--- src/rtl/mem_pipe_rtl.sv ---
// mem_pipe_rtl: synchronous RAM slave with byte-strobed writes, a fixed
// RD_LATENCY response pipeline and in-order status codes
// (00 OK, 01 OUT_OF_RANGE, 10 PARITY, 11 ILLEGAL).
// Optional feature: define MEM_PARITY_EN to store one even-parity bit per
// byte and add the test-only inj_par_err input.
// Handshake: a request is accepted on a rising edge where ready & (wr|rd);
// ready is never withdrawn in RUN, so there is no back-pressure. Each accepted
// request yields exactly one resp_valid pulse RD_LATENCY cycles later.
module mem_pipe_rtl #(
   parameter int ADDR_WIDTH = 4,
   parameter int DATA_WIDTH = 32,
   parameter int MEM_SIZE   = 16,
   parameter int RD_LATENCY = 2
) (
   input  logic                    clk,
   input  logic                    reset_n,
   input  logic                    wr,
   input  logic                    rd,
   input  logic [ADDR_WIDTH-1:0]   addr,
   input  logic [DATA_WIDTH-1:0]   wdata,
   input  logic [DATA_WIDTH/8-1:0] wstrb,
`ifdef MEM_PARITY_EN
   input  logic                    inj_par_err,
`endif
   output logic                    ready,
   output logic                    resp_valid,
   output logic                    resp_is_rd,
   output logic [1:0]              resp,
   output logic [DATA_WIDTH-1:0]   rdata
);

   localparam int NB   = DATA_WIDTH / 8;
   localparam int IDXW = (MEM_SIZE > 1) ? $clog2(MEM_SIZE) : 1;

   typedef enum logic [1:0] {ST_RESET, ST_INIT, ST_RUN} state_t;

   state_t                  state_q;
   logic                    ready_q;
   logic [DATA_WIDTH-1:0]   mem_q [MEM_SIZE];
`ifdef MEM_PARITY_EN
   logic [NB-1:0]           par_q [MEM_SIZE];
`endif

   // Response pipeline: stage RD_LATENCY-1 drives the outputs.
   logic                    pv_q    [RD_LATENCY];
   logic                    prd_q   [RD_LATENCY];
   logic [1:0]              pcode_q [RD_LATENCY];
   logic [DATA_WIDTH-1:0]   pdata_q [RD_LATENCY];

   // Next value entering each stage.
   logic                    in_v    [RD_LATENCY];
   logic                    in_rd   [RD_LATENCY];
   logic [1:0]              in_code [RD_LATENCY];
   logic [DATA_WIDTH-1:0]   in_data [RD_LATENCY];

   logic [IDXW-1:0]         idx;
   logic                    in_range;
   logic                    acc;
   logic                    do_write;
   logic                    par_bad;
   logic                    req_rd;
   logic [1:0]              req_code;
   logic [DATA_WIDTH-1:0]   req_data;

   // Lifecycle FSM: RESET -> INIT -> RUN; ready is registered and high only in RUN.
   always_ff @(posedge clk) begin
      if (!reset_n) begin
         state_q <= ST_RESET;
         ready_q <= 1'b0;
      end else begin
         case (state_q)
            ST_RESET: begin
               state_q <= ST_INIT;
               ready_q <= 1'b0;
            end
            ST_INIT: begin
               state_q <= ST_RUN;
               ready_q <= 1'b1;
            end
            ST_RUN: begin
               state_q <= ST_RUN;
               ready_q <= 1'b1;
            end
            default: begin
               state_q <= ST_RESET;
               ready_q <= 1'b0;
            end
         endcase
      end
   end

   // Decode the request presented this cycle into a status code and read data.
   always_comb begin
      idx      = addr[IDXW-1:0];
      in_range = (32'(addr) < 32'(MEM_SIZE));
      acc      = ready_q & (wr | rd);
      do_write = acc & wr & ~rd & in_range;
      req_rd   = acc & rd & ~wr;
      par_bad  = 1'b0;
`ifdef MEM_PARITY_EN
      for (int b = 0; b < NB; b++) begin
         if ((^mem_q[idx][8*b +: 8]) != par_q[idx][b]) par_bad = 1'b1;
      end
`endif
      req_code = 2'b00;
      req_data = '0;
      if (acc) begin
         if (wr && rd) begin
            req_code = 2'b11;
         end else if (!in_range) begin
            req_code = 2'b01;
         end else if (rd) begin
            req_data = mem_q[idx];
            if (par_bad) req_code = 2'b10;
         end
      end
   end

   // Memory array (and parity bits): cleared on reset, byte-strobed write at accept.
   always_ff @(posedge clk) begin
      if (!reset_n) begin
         for (int i = 0; i < MEM_SIZE; i++) begin
            mem_q[i] <= '0;
`ifdef MEM_PARITY_EN
            par_q[i] <= '0;
`endif
         end
      end else if (do_write) begin
         for (int b = 0; b < NB; b++) begin
            if (wstrb[b]) begin
               mem_q[idx][8*b +: 8] <= wdata[8*b +: 8];
`ifdef MEM_PARITY_EN
               par_q[idx][b] <= (^wdata[8*b +: 8]) ^ inj_par_err;
`endif
            end
         end
      end
   end

   // Feed for each pipeline stage: stage 0 takes the new request, others shift.
   always_comb begin
      in_v[0]    = acc;
      in_rd[0]   = req_rd;
      in_code[0] = req_code;
      in_data[0] = req_data;
      for (int i = 1; i < RD_LATENCY; i++) begin
         in_v[i]    = pv_q[i-1];
         in_rd[i]   = prd_q[i-1];
         in_code[i] = pcode_q[i-1];
         in_data[i] = pdata_q[i-1];
      end
   end

   // Response shift pipeline; the last data stage only loads on a read response so rdata holds.
   always_ff @(posedge clk) begin
      if (!reset_n) begin
         for (int i = 0; i < RD_LATENCY; i++) begin
            pv_q[i]    <= 1'b0;
            prd_q[i]   <= 1'b0;
            pcode_q[i] <= 2'b00;
            pdata_q[i] <= '0;
         end
      end else begin
         for (int i = 0; i < RD_LATENCY; i++) begin
            pv_q[i]    <= in_v[i];
            prd_q[i]   <= in_rd[i];
            pcode_q[i] <= in_code[i];
            if ((i != RD_LATENCY - 1) || (in_v[i] && in_rd[i])) begin
               pdata_q[i] <= in_data[i];
            end
         end
      end
   end

   assign ready      = ready_q;
   assign resp_valid = pv_q[RD_LATENCY-1];
   assign resp_is_rd = prd_q[RD_LATENCY-1];
   assign resp       = pcode_q[RD_LATENCY-1];
   assign rdata      = pdata_q[RD_LATENCY-1];

endmodule

--- config.mk ---
export PLATFORM = sky130hd
export DESIGN_NAME = mem_pipe_rtl
export DESIGN_NICKNAME = d
export VERILOG_FILES = /design/src/rtl/mem_pipe_rtl.sv
export SDC_FILE = /design/constraint.sdc
export NUM_CORES = 1
export LEC_CHECK = 0
export ABC_AREA = 1
export CAP_MARGIN = 20
export CORE_MARGIN = 5
export CORE_UTILIZATION = 66
export DETAILED_ROUTE_END_ITERATION = 7
export GPL_TIMING_DRIVEN = 0
export PLACE_DENSITY = 0.95
export SLEW_MARGIN = 20
export SYNTH_ARGS = -nofsm -noshare
export SYNTH_HDL_FRONTEND = slang
export SYNTH_SLANG_ARGS = --single-unit
--- constraint.sdc ---
create_clock -name clk -period 4.3 [get_ports clk]
set_input_delay 0.43 -clock clk [delete_from_list [all_inputs] [get_ports clk]]
set_output_delay 0.43 -clock clk [all_outputs]
set_load 0.02 [all_outputs]
==> run summary <==
Chip height: 210.8 µm
Layout area overhead: 12.66%
Vias/cell: 6.153
Share of layout cells above drive strength 1: 5.901%
Max Fanout on Critical Path: 9
Cts hold-fix bufs: 0
Crit path to: mem_q[4][17]$_SDFFCE_PN0P_
Unrepaired setup endpoints after global routing: no
GRT overflow: 0
Placer congestion estimate: 1.011
# setup viols final: 0
Final Instance Count excl. Fillers: 3677
Worst Skew: 0.01534 ns
Clock-pin slew on the worst setup and hold paths: 0.06 ns
Length of routed met3 wiring: 13.79 mm
CTS Buffer Depth: 3
Seq cells post-synth: 585
Distinct cells, synth: 18
DR pass1 iterations: 8
Post-DP HPWL: 53.54 mm
Peak VDD IR: 0.3156 mV
Layout Nets: 3157
PD cells: 419.9 nW/µm²
1st-iter DRT viols: 4098
Slew @ Worst Pin: 1.175 ns
Register area share after synthesis: 65.69%
CTS tree: yes
Residual DRC: 2
Vias in the first global route: 22240
GRT Util Overall: 35.99%
Clock latency on the worst-skew pair: 0.63 ns
Synthesized cell area: 26600 µm²
Leakage: 13.66 nW
Crit path time final: 3.168 ns
Post-synth top area share: 65.02%
CP Launch Point: addr[2]
Largest family of logic cells by synthesized area: simple AND/OR/NAND/NOR gates
HP Class: flop to flop
Clock Tree Root: clkbuf_16
Post-Synth Simple-Gate Area: 30.35%
N_diodes: 0
WL met2: 35.81 mm
Pin count of the biggest net entering global routing: 21
Pins Over Slew Limit: 0
Final Hold Viols: 0
TNS Setup: 0 ns
Initial core utilization: 66.80%
Xor/xnor cell area share of the yosys netlist: 0%
Adder and majority gate portion of the synthesized area: 0.09406%
Crit start category: input pin
Rows: 73
WL met1: 24.50 mm
# clock sinks: 585
Worst EP arrival: 3.45 ns
Vias: 22620
PortBufs: 78
Slew headroom: 21.67%
Multiplexer share of the synthesized area: 0%
DIE AREA: 44420 µm²
R2R depth: 7
Max-cap check violation count: 0
I/O Pins: 81
Failing checks: design-rule violations
Slack of the worst reg-to-reg path: 1.69 ns
CP required: 4.58 ns
Power consumption: 12.59 mW
Hold WS: 0.4506 ns
Inst Count DP: 3579
Final ANT Viol Nets: 0
First-pass GRT wire length: 120.4 mm
CTS Buf Count: 55
CORE AREA: 39820 µm²
Wirelength per Cell: 22.12 µm
PostCTS Resize Cnt: 0
Largest area contributor in the netlist: edfxtp_1
Post-synthesis compound-gate area fraction: 0.04703%
Mean Syn Cell Area: 9.036 µm²
Postcts setup bufs: 0
Final Cycle Share: 73.67%
Reg2Reg Launch Point: ready$_SDFF_PN0_
Cell count after synthesis: 2944
Reg2Reg Capture Point: mem_q[2][7]$_SDFFCE_PN0P_
Setup crit end kind: flop
Max H-tree Level: 2
FMAX: 0.3157 GHz
Top layer in use: met4
Routed WL: 81.32 mm
Crit Path Class: input pin to flop
Initial antenna violation count: 0
Ranking of synthesized cells by area: edfxtp_1 (65%), nand2_1 (21%), nor2_1 (8.2%)
Die X: 210.8 µm
Status: finished, violations left
Synth warn: 0
==> synthesized netlist by cell type <==
master,count
buf_4,26
nor2_2,18
nand3_1,2
dfxtp_1,9
buf_1,18
clkbuf_1,70
nor4_1,1
conb_1,1
edfxtp_1,576
buf_2,35
nor3b_1,1
nor2_1,581
ha_1,2
nand2_1,1500
inv_2,9
a211oi_2,1
inv_1,74
nand2_2,20
==> state kept, by name (all words and copies together), names as in the netlist <==
register and flops:
mem_q 512, pcode_q 2, pdata_q 64, prd_q 2
pv_q 2, ready 1, state_q 2
==> per-layer routing <==
layer  up-vias  GRT usage (%)
li1       9583              -
met5         -              0
met4         0          24.48
met2      2244          55.62
met1     10200          43.06
met3       600          12.19
==> cell type report <==
cell class | instances | area, µm²
Clock inverter | 33 | 326.6
Multi-Input combinational cell | 2158 | 8233
Clock buffer | 65 | 1456
Fill cell | 2445 | 9852
Timing Repair Buffer | 79 | 808.3
Inverter | 83 | 311.5
Buffer | 149 | 701.9
Sequential cell | 585 | 17480
Tap cell | 525 | 656.9
==> worst min-delay path by stage <==
stage / slack, ns / cells after the start / start / to
2_1_floorplan: 0.39 / 2 / pcode_q[0][0]$_SDFF_PN0_ / pcode_q[0][2]$_SDFF_PN0_
3_3_place_gp: 0.40 / 2 / pcode_q[0][0]$_SDFF_PN0_ / pcode_q[0][2]$_SDFF_PN0_
3_5_place_dp: 0.42 / 2 / pcode_q[0][0]$_SDFF_PN0_ / pcode_q[0][2]$_SDFF_PN0_
4_1_cts: 0.45 / 2 / pcode_q[0][0]$_SDFF_PN0_ / pcode_q[0][2]$_SDFF_PN0_
5_1_grt: 0.45 / 2 / pcode_q[0][0]$_SDFF_PN0_ / pcode_q[0][2]$_SDFF_PN0_
6_report: 0.45 / 2 / pcode_q[0][0]$_SDFF_PN0_ / pcode_q[0][2]$_SDFF_PN0_
==> cells by family (layout without fill, tap and decap cells) <==
kind of cell	Yosys count	count (layout)
other	1	32
flip-flops	585	585
AO/OA/AOI/OAI	1	1
buffers and inverters	232	409
adder cells (fa/ha/maj)	2	2
AND/OR/NAND/NOR	2123	2123
==> critical path, stage by stage <==
cell and delay (ns):
clkdlybuf4s50_1 0.66, inv_2 0.07, nor2_1 0.75, inv_2 0.18, nor2_2 0.51, nand2_1 0.40, nand2_1 0.44
==> metrics by stage <==
step	utilization, %	instance area (µm²)	worst slack [ns]
6_report	75.26	29970	1.132
5_1_grt	75.26	29970	1.248
4_1_cts	75.26	29970	1.513
3_5_place_dp	70.78	28190	0.8903
3_3_place_gp	70.71	28160	0.8637
2_1_floorplan	-	26720	2.482
==> power by group <==
| part | internal (mW) | leakage [nW] | total (mW) | switching, mW |
|---|---|---|---|---|
| sequential | 6.46 | 6.02 | 6.54 | 0.0773 |
| clock | 2.82 | 0.871 | 4.96 | 2.15 |
| combinational | 0.265 | 6.77 | 1.08 | 0.819 |
| total | 9.54 | 13.7 | 12.6 | 3.04 |
==> cells in the final DEF, fill, tap and decap left out, drive strengths merged, types with 2 or more instances in the layout <==
cell type / netlist / final
buf: 79 / 80
edfxtp: 576 / 576
dfxtp: 9 / 9
nand3: 2 / 2
clkdlybuf4s50: 0 / 78
ha: 2 / 2
inv: 83 / 83
clkbuf: 70 / 135
clkinv: 0 / 25
bufinv: 0 / 7
nor2: 599 / 599
conb: 1 / 32
nand2: 1520 / 1520
(Power assumes the default switching activity.)
